File: src/rtl/health_scan_scheduler.sv
// health_scan_scheduler: round-robin sensor scan, per-channel debounce, latched alarm reporting.
// Define HEALTH_SCAN_ROUND_STAMP_EN to add the alarm_round stamp output.
module health_scan_scheduler #(
    parameter int DEBOUNCE = 3,
    parameter int PERIOD = 100,
    parameter int TIMEOUT = 16
) (
    input  logic        clk,
    input  logic        rst,
    input  logic        scan_en,
    input  logic        clr_alarm,
    output logic        sns_req,
    output logic [2:0]  sns_sel,
    input  logic        sns_ack,
    input  logic [4:0]  abn_flags,
    output logic        alarm_valid,
    input  logic        alarm_ready,
    output logic [2:0]  alarm_chan,
    output logic [4:0]  alarm_mask,
`ifdef HEALTH_SCAN_ROUND_STAMP_EN
    output logic [15:0] alarm_round,
`endif
    output logic        timeout_err
);
    typedef enum logic [2:0] {IDLE, REQ, EVAL, REPORT, WAIT} state_t;
    localparam int TW = $clog2(TIMEOUT);
    localparam int PW = $clog2(PERIOD + 1);
    localparam logic [3:0] DEB = 4'(DEBOUNCE);
    state_t state, stateNext;
    logic [2:0] ch;
    logic [TW-1:0] tmoCnt;
    logic [PW-1:0] perCnt;
    logic [3:0] debCnt [5];
    logic [3:0] evalCnt;
    logic sample, tmoHit, perHit, confirm, advance;
    assign tmoHit = tmoCnt == TW'(TIMEOUT - 1);
    assign perHit = perCnt == PW'(PERIOD - 1);
    assign evalCnt = sample ? (debCnt[ch] == DEB ? DEB : debCnt[ch] + 4'd1) : 4'd0;
    assign confirm = state == EVAL && evalCnt == DEB && !alarm_mask[ch];
    assign sns_req = state == REQ;
    assign sns_sel = sns_req ? ch : 3'd0;
    assign alarm_valid = state == REPORT;
    assign alarm_chan = alarm_valid ? ch : 3'd0;
    // Advancing to the next channel is a transition action, not a state of its own.
    always_comb begin
        stateNext = state;
        advance = 1'b0;
        case (state)
            IDLE: stateNext = scan_en ? REQ : IDLE;
            REQ: begin
                stateNext = sns_ack ? EVAL : REQ;
                advance = !sns_ack && tmoHit;
            end
            EVAL: begin
                stateNext = confirm ? REPORT : EVAL;
                advance = !confirm;
            end
            REPORT: advance = alarm_ready;
            WAIT: stateNext = !scan_en ? IDLE : perHit ? REQ : WAIT;
            default: stateNext = IDLE;
        endcase
        if (advance) stateNext = ch != 3'd4 ? REQ : scan_en ? WAIT : IDLE;
    end
    always_ff @(posedge clk) begin
        if (rst) begin
            state <= IDLE;
            ch <= '0;
            tmoCnt <= '0;
            perCnt <= '0;
            sample <= 1'b0;
            alarm_mask <= '0;
            timeout_err <= 1'b0;
            for (int i = 0; i < 5; i++) debCnt[i] <= '0;
        end else begin
            state <= stateNext;
            tmoCnt <= state == REQ && !tmoHit ? tmoCnt + 1'b1 : '0;
            perCnt <= state == WAIT ? perCnt + 1'b1 : '0;
            if (sns_req && sns_ack) sample <= abn_flags[ch];
            if (advance) ch <= ch == 3'd4 ? 3'd0 : ch + 3'd1;
            if (clr_alarm) begin
                alarm_mask <= '0;
                timeout_err <= 1'b0;
                for (int i = 0; i < 5; i++) debCnt[i] <= '0;
            end
            // Updates from the current cycle override a coincident clear.
            if (state == EVAL) debCnt[ch] <= evalCnt;
            if (confirm) alarm_mask[ch] <= 1'b1;
            if (state == REQ && advance) timeout_err <= 1'b1;
        end
    end
`ifdef HEALTH_SCAN_ROUND_STAMP_EN
    logic [15:0] roundCnt;
    always_ff @(posedge clk) begin
        if (rst || clr_alarm) roundCnt <= '0;
        else if (advance && ch == 3'd4) roundCnt <= roundCnt + 16'd1;
        if (rst) alarm_round <= '0;
        else if (confirm) alarm_round <= roundCnt;
    end
`endif
endmodule

File: config.mk
export PLATFORM = sky130hd
export DESIGN_NAME = health_scan_scheduler
export DESIGN_NICKNAME = d
export VERILOG_FILES = /design/src/rtl/health_scan_scheduler.sv
export SDC_FILE = /design/constraint.sdc
export NUM_CORES = 1
export LEC_CHECK = 0
export CAP_MARGIN = 20
export CORE_MARGIN = 2
export CORE_UTILIZATION = 50
export DETAILED_ROUTE_END_ITERATION = 8
export PLACE_DENSITY = 0.71
export SYNTH_ARGS = -nofsm -noshare
export SYNTH_HDL_FRONTEND = slang
export SYNTH_SLANG_ARGS = --single-unit
File: constraint.sdc
create_clock -name clk -period 4.6 [get_ports clk]
set_clock_uncertainty 0.1 [all_clocks]
set_input_delay 0.69 -clock clk [delete_from_list [all_inputs] [get_ports clk]]
set_output_delay 0.69 -clock clk [all_outputs]
set_load 0.02 [all_outputs]
Word level (Yosys, flattened, before mapping):

Memory sizes are Yosys's and may differ from the RTL's. A register that Yosys moved wholly into a read port is not among the register bits.
Cells that the tools add are included.

* register bits after elaboration: 24
* bits in writable memories: 20
* input bits: 11
* word-level logic and storage cells: 89
* memories: 1

Memories
* debCnt: depth 5, bits a word 4, read ports 1, clocked after Yosys merged registers in 1, write ports 6, line 33 `logic [3:0] debCnt [5];`

* add/subtract/negate cells: 4
* magnitude comparators: 2
* equality and inequality tests: 11
* mux-type cells: 41
* bitwise logic cells: 8
* reductions and logical operators: 15

Operator list (count)
* 3-bit 2-to-1 mux: 10
* 4-bit 2-to-1 mux: 7
* 1-bit 2-to-1 mux: 15
* 5-bit 2-to-1 mux: 3
* 3-bit case mux with 5 select lines: 1
* 4-bit by 1-bit adder with 4-bit output, second input constant: 2
* 4-bit by 2-bit == test with 1-bit output, second input constant: 2
* 7-bit by 1-bit adder with 7-bit output, second input constant: 1
* 7-bit == test, second input constant: 1
* 1-bit logical AND: 7
* 1-bit binary-select mux with 3-bit select: 2
* 3-bit by 2-bit == test with 1-bit output, second input constant: 2
* 3-bit == test, second input constant: 2
* 1-bit bitwise OR: 5
* 5-bit bitwise OR: 1
* 4-bit == test, second input constant: 1
* 1-bit zero test: 4
* 3-bit by 4-bit < comparator with 1-bit output, second input constant: 1
* 2-bit OR reduction: 2
* 3-bit by 1-bit adder with 3-bit output, second input constant: 1
* 1-bit demux with 3-bit select: 1
* 3-bit by 1-bit == test with 1-bit output, second input constant: 1
* 3-bit by 1-bit greater-or-equal comparator with 1-bit output, second input constant: 1
* 3-bit zero test: 1
* 6 further kinds: 7

Logic depth before layout (Yosys ltp):

Gate-level depths: netlist (run 1).

* word-level depth: 10
* depth in mapped cells: 10
* depth with buffers taken out: 9

Worst setup path before layout (run 1):

Ideal clock, no wire load.

* path type: reg2reg
* from: register (tool-made name)
* to: register alarm_mask[1]
* data arrival time: 2.456 ns
* slack: 1.958 ns
* stages on the path, launching flop included: 11
* buffers on the path: 1
* clock period less this slack: 2.642 ns
* path through: dfxtp_1 -> buf_6 -> mux4_2 -> mux2i_1 -> inv_1 -> ha_1 -> a32oi_1 -> nor3_1 -> nand3_2 -> or3_4 -> o31ai_2

RTL lines
* end signal, assigned: line 71 `alarm_mask <= '0;`
* end signal, assigned: line 81 `alarm_mask <= '0;`
* end signal, assigned by index: line 87 `if (confirm) alarm_mask[ch] <= 1'b1;`
* end, declared: line 19 `output logic [4:0] alarm_mask,`

==> summary.md, run 1 <==
| Metric | Value |
|---|---|
| GRT Util Overall | 0.199 |
| WHS | 0.347 ns |
| WS Path Type | flip-flop to flip-flop |
| Status | finished, final reports clean |
| Final Hold Fails | 0 |
| IO buf count | 24 |
| FMAX | 313 MHz |
| Synth top area share | 0.343 |
| Antenna cells | 0 |
| Total Wirelength | 5580 µm |
| Ys Warns | 0 |
| Post-synthesis instance area | 0.00280 mm² |
| Setup TNS | 0 ns |
| Post-CTS sizing | 0 |
| WL/cell | roughly 16 µm |
| Clock Sinks | between 50 and 60 |
| Routed vias | 1932 |
| Filler Cells Inserted | 487 |
| Crit. End Element | flip-flop |
| Synth area leaders | edfxtp_1, dfxtp_1, mux4_2, nor2_1, nand2_1 |
| # setup viols final | 0 |
| Remaining DRCs | 0 |
| Starting DRC count in detailed routing | 123 |
| Cts bufs inserted | 9 |
| IO Count | 25 |
| Clock root buffer | clkbuf_8 |
| Total gr overflow | 0 |
| Maxcap violations | 0 |
| Most used DFF post-synth | edfxtp_1 |
| LEAKAGE | 1.14 nW |
| CTS Hold Buffers Added | 0 |
| CORE AREA | 0.00547 mm² |
| Clk Latency, worst-skew pair | 0.34 ns |
| Num rows | 27 |
| DR pass1 iterations | 4 |
| Multi-input gate area | about 0.0012 mm² |
| Pin slew with the least headroom to its limit | 0.795 ns |
| Largest net degree at the start of global routing | 18 |
| Post-CTS setup buffers | 0 |
| Routed Antenna Nets | 0 |
| Post-synth top area cell | edfxtp_1 |
| Die ar. | 0.00621 mm² |
| PwrDens | roughly 350 mW/mm² |
| Period utilization | 0.695 |
| Syn_nets | 264 |
| Post-DP HPWL | 4020 µm |
| Initial Util | 0.511 |
| VDD IR max | 0.193 mV |
| H-tree Lvls | 3 |
| Clock transition at the registers of the reported paths | 0.06 ns |
| Asr flop ratio synth | 0 |
| Vias in the first global route | 1888 |
| Routed vias/inst | roughly 5.5 |
| Share of layout cells above drive strength 1 | 0.133 |
| RSZ-0062 raised after global routing | no |
| Post-Syn Instances | about 250 |
| Synthesized flop and latch total | around 60 |
| Avg Cell Area, Syn | 11.3 µm² |
| Post-route minimum period | 3.20 ns |
| CTS Buffer Depth | 2 |
| Sequential fraction of the synthesis area | 0.536 |
| Die X | between 70 and 80 µm |
| Relative slew slack | 0.466 |
| Area grow syn2layout | 16.8% |
| Pins Over Slew Limit | 0 |
| Die Ht | roughly 80 µm |
| Storage element area | 0.00150 mm² |
| Initial antenna violation count | 0 |
| Req. time, crit path | 4.76 ns |
| Crit-path max FO | 8 |
| CTS tree | yes |
| Distinct cells, synth | 52 |
| EDFF count, synth | 32 |
| CP Data Arrival Time | ~3.4 ns |
| First-pass GRT wire length | roughly 9200 µm |
| # nets final | 290 |
| Gp weighted congestion | 0.796 |
| Worst Hold Class | flip-flop to flip-flop |
| Worst setup SP type | flip-flop |
## placed cells by master, fill, tap and decap left out, drive strengths merged, types with 2 or more instances in the layout
master / instances
xnor2: 2
dfxtp: 27
nand3: 8
mux4: 9
nor2b: 3
nand3b: 2
a22o: 3
o21ai: 8
clkinv: 4
o31ai: 3
mux2: 2
o32ai: 2
nand2b: 4
a21oi: 7
edfxtp: 32
and3: 5
xor2: 3
nor4: 2
clkdlybuf4s50: 24
or3: 4
nor2: 42
clkbuf: 12
nor3: 7
mux2i: 9
and2: 4
nand2: 21
o21bai: 2
inv: 10
ha: 5
## worst max-delay path, stage by stage, from the launching register on
cell and delay (ns):
dfxtp_1 0.65, mux4_2 0.56, mux2i_1 0.35, inv_1 0.09
ha_1 0.32, a32oi_1 0.06, nor3_1 0.26, nand3_2 0.16
a21oi_2 0.34, mux2i_1 0.22
## final cells by class
type	count	area share
Multi-Input combinational cell	168	0.370
Clock inverter	4	0.0134
Clock buffer	12	0.0413
Inverter	11	0.0126
Tap cell	72	0.0276
Timing Repair Buffer	25	0.0758
Sequential cell	59	0.459
## sequential cells by signal (all words and copies together), names as in the netlist, named ones only
signal / cells
sample: 1
timeout_err: 1
state: 3
perCnt: 7
alarm_mask: 5
tmoCnt: 4
debCnt: 32
ch: 3
## report_power, final
part / leakage [nW] / total (mW) / internal (mW) / switching [mW]
logic: 0.499 / 0.118 / 0.0549 / 0.0632
clock network: 0.0918 / 0.442 / 0.247 / 0.195
registers: 0.548 / 0.588 / 0.569 / 0.0185
## path summary, 6_finish.rpt
| kind | slack [ns] | cells after the start | endpoint | from |
|---|---|---|---|---|
| hold reg to reg | 0.35 | 1 | tmoCnt[0] | tmoCnt[0] |
| setup / recovery | 1.40 | 9 | ch[0] | flip-flop |
| hold / removal | 0.35 | 1 | tmoCnt[0] | tmoCnt[0] |
| setup reg to reg | 1.40 | 9 | ch[0] | flip-flop |
## cells by family after synthesis
kind of cell / after synthesis / synth area share
adder cells (fa/ha/maj): 5 / 0.0224
buffers and inverters: 21 / 0.0313
AO/OA/AOI/OAI: 33 / 0.0952
XOR/XNOR: 5 / 0.0156
flip-flops: 59 / 0.536
multiplexers: 20 / 0.120
AND/OR/NAND/NOR: 105 / 0.179
## per-stage QoR
step	cells	area, µm²	worst slack, ns	util	power (mW)
final	351	3270	1.40	0.597	1.15
after global routing	351	3270	1.07	0.597	1.19
after CTS	351	3270	1.37	0.597	1.16
after detailed placement	335	3090	1.39	0.565	0.717
after global placement	335	3090	1.52	0.565	0.714
after floorplan	248	2800	1.96	-	0.681
## cells in the mapped netlist (2+ instances only)
cell type / count
a21oi_1: 6
a22o_1: 3
and2_1: 4
and3_1: 4
clkbuf_1: 8
dfxtp_1: 27
edfxtp_1: 32
ha_1: 5
inv_1: 10
mux2i_1: 7
mux4_2: 9
nand2_1: 21
nand2b_1: 4
nand3_1: 7
nand3b_1: 2
nor2_1: 42
nor2b_1: 3
nor3_1: 7
nor4_1: 2
o21ai_0: 2
o21ai_1: 6
o31ai_2: 2
or3_1: 3
xnor2_1: 2
xor2_1: 3
## layer usage
metal | vias to the layer above | wire length, µm | track usage
met5 | - | 0 | 0
li1 | 946 | - | -
met1 | 919 | 2650 | 0.275
met3 | 7 | 341 | 0.0602
met2 | 60 | 2510 | 0.291
met4 | 0 | 68 | 0.0879
No activity file was read; power rests on OpenSTA's default activity.
==> run 2, diff against run 1 <==
- clock period: 4.6 -> 3.3 ns (I/O delays scaled with it)
==> run 2 against run 1 <==
Global-route usage is 0.24 points lower. Worst hold slack worse by 0.0012 ns. Worst setup slack got worse by 0.91 ns. Clock-buffer cell count is 2 lower. Final cell count is 1.1% higher. Non-clock buffer count grew 4. Flip-flop and latch count unchanged. Critical path depth unchanged. Sequential share of layout area fell by 0.49 points. First-iteration DRC count rose by 17%. Routed wire length is 1.3% lower. Highest routed layer unchanged.
==> summary.md, run 2 (synthesized netlist as in run 1, its figures left out) <==
| Metric | Value |
|---|---|
| LEAKAGE | 1.16 nW (+1.8%) |
| Commonest non-fill, non-tap cell in the layout | nor2_1 |
| Total Wirelength | 5500 µm (-1.3%) |
| Initial Util | 0.511 (unchanged) |
| Crit. End Element | flip-flop |
| IO Count | 25 (unchanged) |
| CTS Buffer Depth | 2 (unchanged) |
| Routed vias/inst | 5.40 (-1.9%) |
| CP Data Arrival Time | 2.97 ns (-0.39 ns) |
| Commonest non-fill, non-tap cells in the layout | nor2_1, edfxtp_1, dfxtp_1, clkdlybuf4s50_1, nand2_1 |
| Area grow syn2layout | 18.1% |
| Share of layout cells above drive strength 1 | 0.152 (+0.0193) |
| Crit-path max FO | 8 (unchanged) |
| Routed vias | 1917 (-0.78%) |
| WS Path Type | flip-flop to flip-flop |
| Total Power | 1.61 mW (+40%) |
| CTS Hold Buffers Added | 0 (unchanged) |
| Cts bufs inserted | 9 (unchanged) |
| Clock Sinks | 59 (unchanged) |
| Place WS | 0.496 ns (-0.891 ns) |
| Post-DP Area | 0.00312 mm² (+0.97%) |
| Most flop-heavy register | debCnt |
| FF-to-FF path depth | 9 (unchanged) |
| Clk Latency, worst-skew pair | 0.34 ns (about the same) |
| Largest net degree at the start of global routing | 13 (-5) |
| Starting DRC count in detailed routing | 144 (+17%) |
| Maxcap violations | 0 (unchanged) |
| Req. time, crit path | 3.46 ns (-1.30 ns) |
| Hold Crit Endpoint | tmoCnt[0] |
| Status | finished, final reports clean |
| Filler Cells Inserted | 484 (-0.62%) |
| Post-CTS sizing | 0 (unchanged) |
| Post-DP HPWL | 4030 µm (+0.21%) |
| Gp weighted congestion | 0.820 (+3.0%) |
| Biggest regs | debCnt (32), perCnt (7), alarm_mask (5) |
| Die Ht | 78.8 µm (unchanged) |
| # setup viols final | 0 (unchanged) |
| # nets final | 294 (+1.4%) |
| Final Hold Fails | 0 (unchanged) |
| Reg-to-Reg End | ch[0] |
| VDD IR max | 0.311 mV (+61%) |
| Remaining DRCs | 0 (unchanged) |
| IO buf count | 24 (unchanged) |
| Setup TNS | 0 ns (unchanged) |
| FMAX | 356 MHz (+14%) |
| Setup WS post-layout | 0.491 ns (-0.912 ns) |
| Vias in the first global route | 1859 (-1.5%) |
| R2R Setup Slk | 0.49 ns (-0.91 ns) |
| WL/cell | 15.5 µm (-2.5%) |
| Die ar. | 0.00621 mm² (unchanged) |
| Total gr overflow | 0 (unchanged) |
| Hold Path Depth | 1 (unchanged) |
| Post-CTS setup buffers | 0 (unchanged) |
| Post-route minimum period | 2.81 ns (-0.388 ns) |
| Post-Layout Inst Area | 0.00330 mm² (+1.1%) |
| Antenna cells | 0 (unchanged) |
| Die X | 78.8 µm (unchanged) |
| RSZ-0062 raised after global routing | no |
| GRT Util Overall | 0.196 (-0.00241) |
| Initial antenna violation count | 0 (unchanged) |
| Clock transition at the registers of the reported paths | 0.06 ns (about the same) |
| CTS tree | yes |
| Pins Over Slew Limit | 0 (unchanged) |
| PwrDens | 488 mW/mm² (+39%) |
| Relative slew slack | 0.438 (-0.0285) |
| HP Start | tmoCnt[0] |
| Clock root buffer | clkbuf_8 |
| WHS | 0.345 ns (-0.00122 ns) |
| Pin slew with the least headroom to its limit | 0.840 ns (+0.0457 ns) |
| Worst Hold Class | flip-flop to flip-flop |
| Largest register FFs | 32 (unchanged) |
| Num rows | 27 (unchanged) |
| Period utilization | 0.851 (+0.156) |
| Worst setup SP type | flip-flop |
| DR pass1 iterations | 4 (unchanged) |
| First-pass GRT wire length | 9100 µm (-0.75%) |
| H-tree Lvls | 3 (unchanged) |
| Routed Antenna Nets | 0 (unchanged) |
| CORE AREA | 0.00547 mm² (unchanged) |
## run 2: how the worst max path moves through the flow
stage	endpoint	slack, ns	cells after the start
finish	ch[0]	0.49	9
global route	flip-flop	0.28	10
CTS	alarm_chan[0]	0.46	3
detailed placement	alarm_mask[1]	0.50	9
global placement	flip-flop	0.53	9
floorplan	alarm_mask[1]	0.66	10
## run 2: layout make-up
| type | instances | area, µm² | share of cell area |
|---|---|---|---|
| inverter | 11 | 41.3 | 0.0125 |
| sequential | 59 | 1500 | 0.454 |
| clock inverter | 6 | 56.3 | 0.0170 |
| clock buffer | 10 | 128 | 0.0386 |
| timing repair buffer | 29 | 278 | 0.0841 |
| tap | 72 | 90.1 | 0.0273 |
| multi-input combinational | 168 | 1210 | 0.366 |
## run 2: metal layers
layer | global-route usage | up-vias | wire, µm | part of all wire
met3 | 0.0511 | 8 | 297 | 0.054
met5 | 0 | - | 0 | 0
li1 | - | 961 | - | -
met2 | 0.288 | 49 | 2450 | 0.45
met1 | 0.278 | 899 | 2670 | 0.48
met4 | 0.0828 | 0 | 85 | 0.015
## run 2: worst max-delay path, stage by stage (launching register included)
cell and delay, ns:
dfxtp_1 0.31, buf_4 0.20, mux4_2 0.51, mux2_2 0.28
ha_1 0.30, a32oi_1 0.06, nor3_1 0.24, nand3_2 0.16
a21oi_2 0.35, mux2i_1 0.23
## run 2: where the power goes
group	internal (mW)	switching, mW
logic	0.0803	0.0919
clock network	0.342	0.284
registers	0.794	0.0192
total	1.22	0.395
## run 2: stage by stage
step,utilization,cells
finish,0.604,355
global route,0.604,355
CTS,0.604,355
detailed placement,0.570,339
global placement,0.570,339
floorplan,-,248
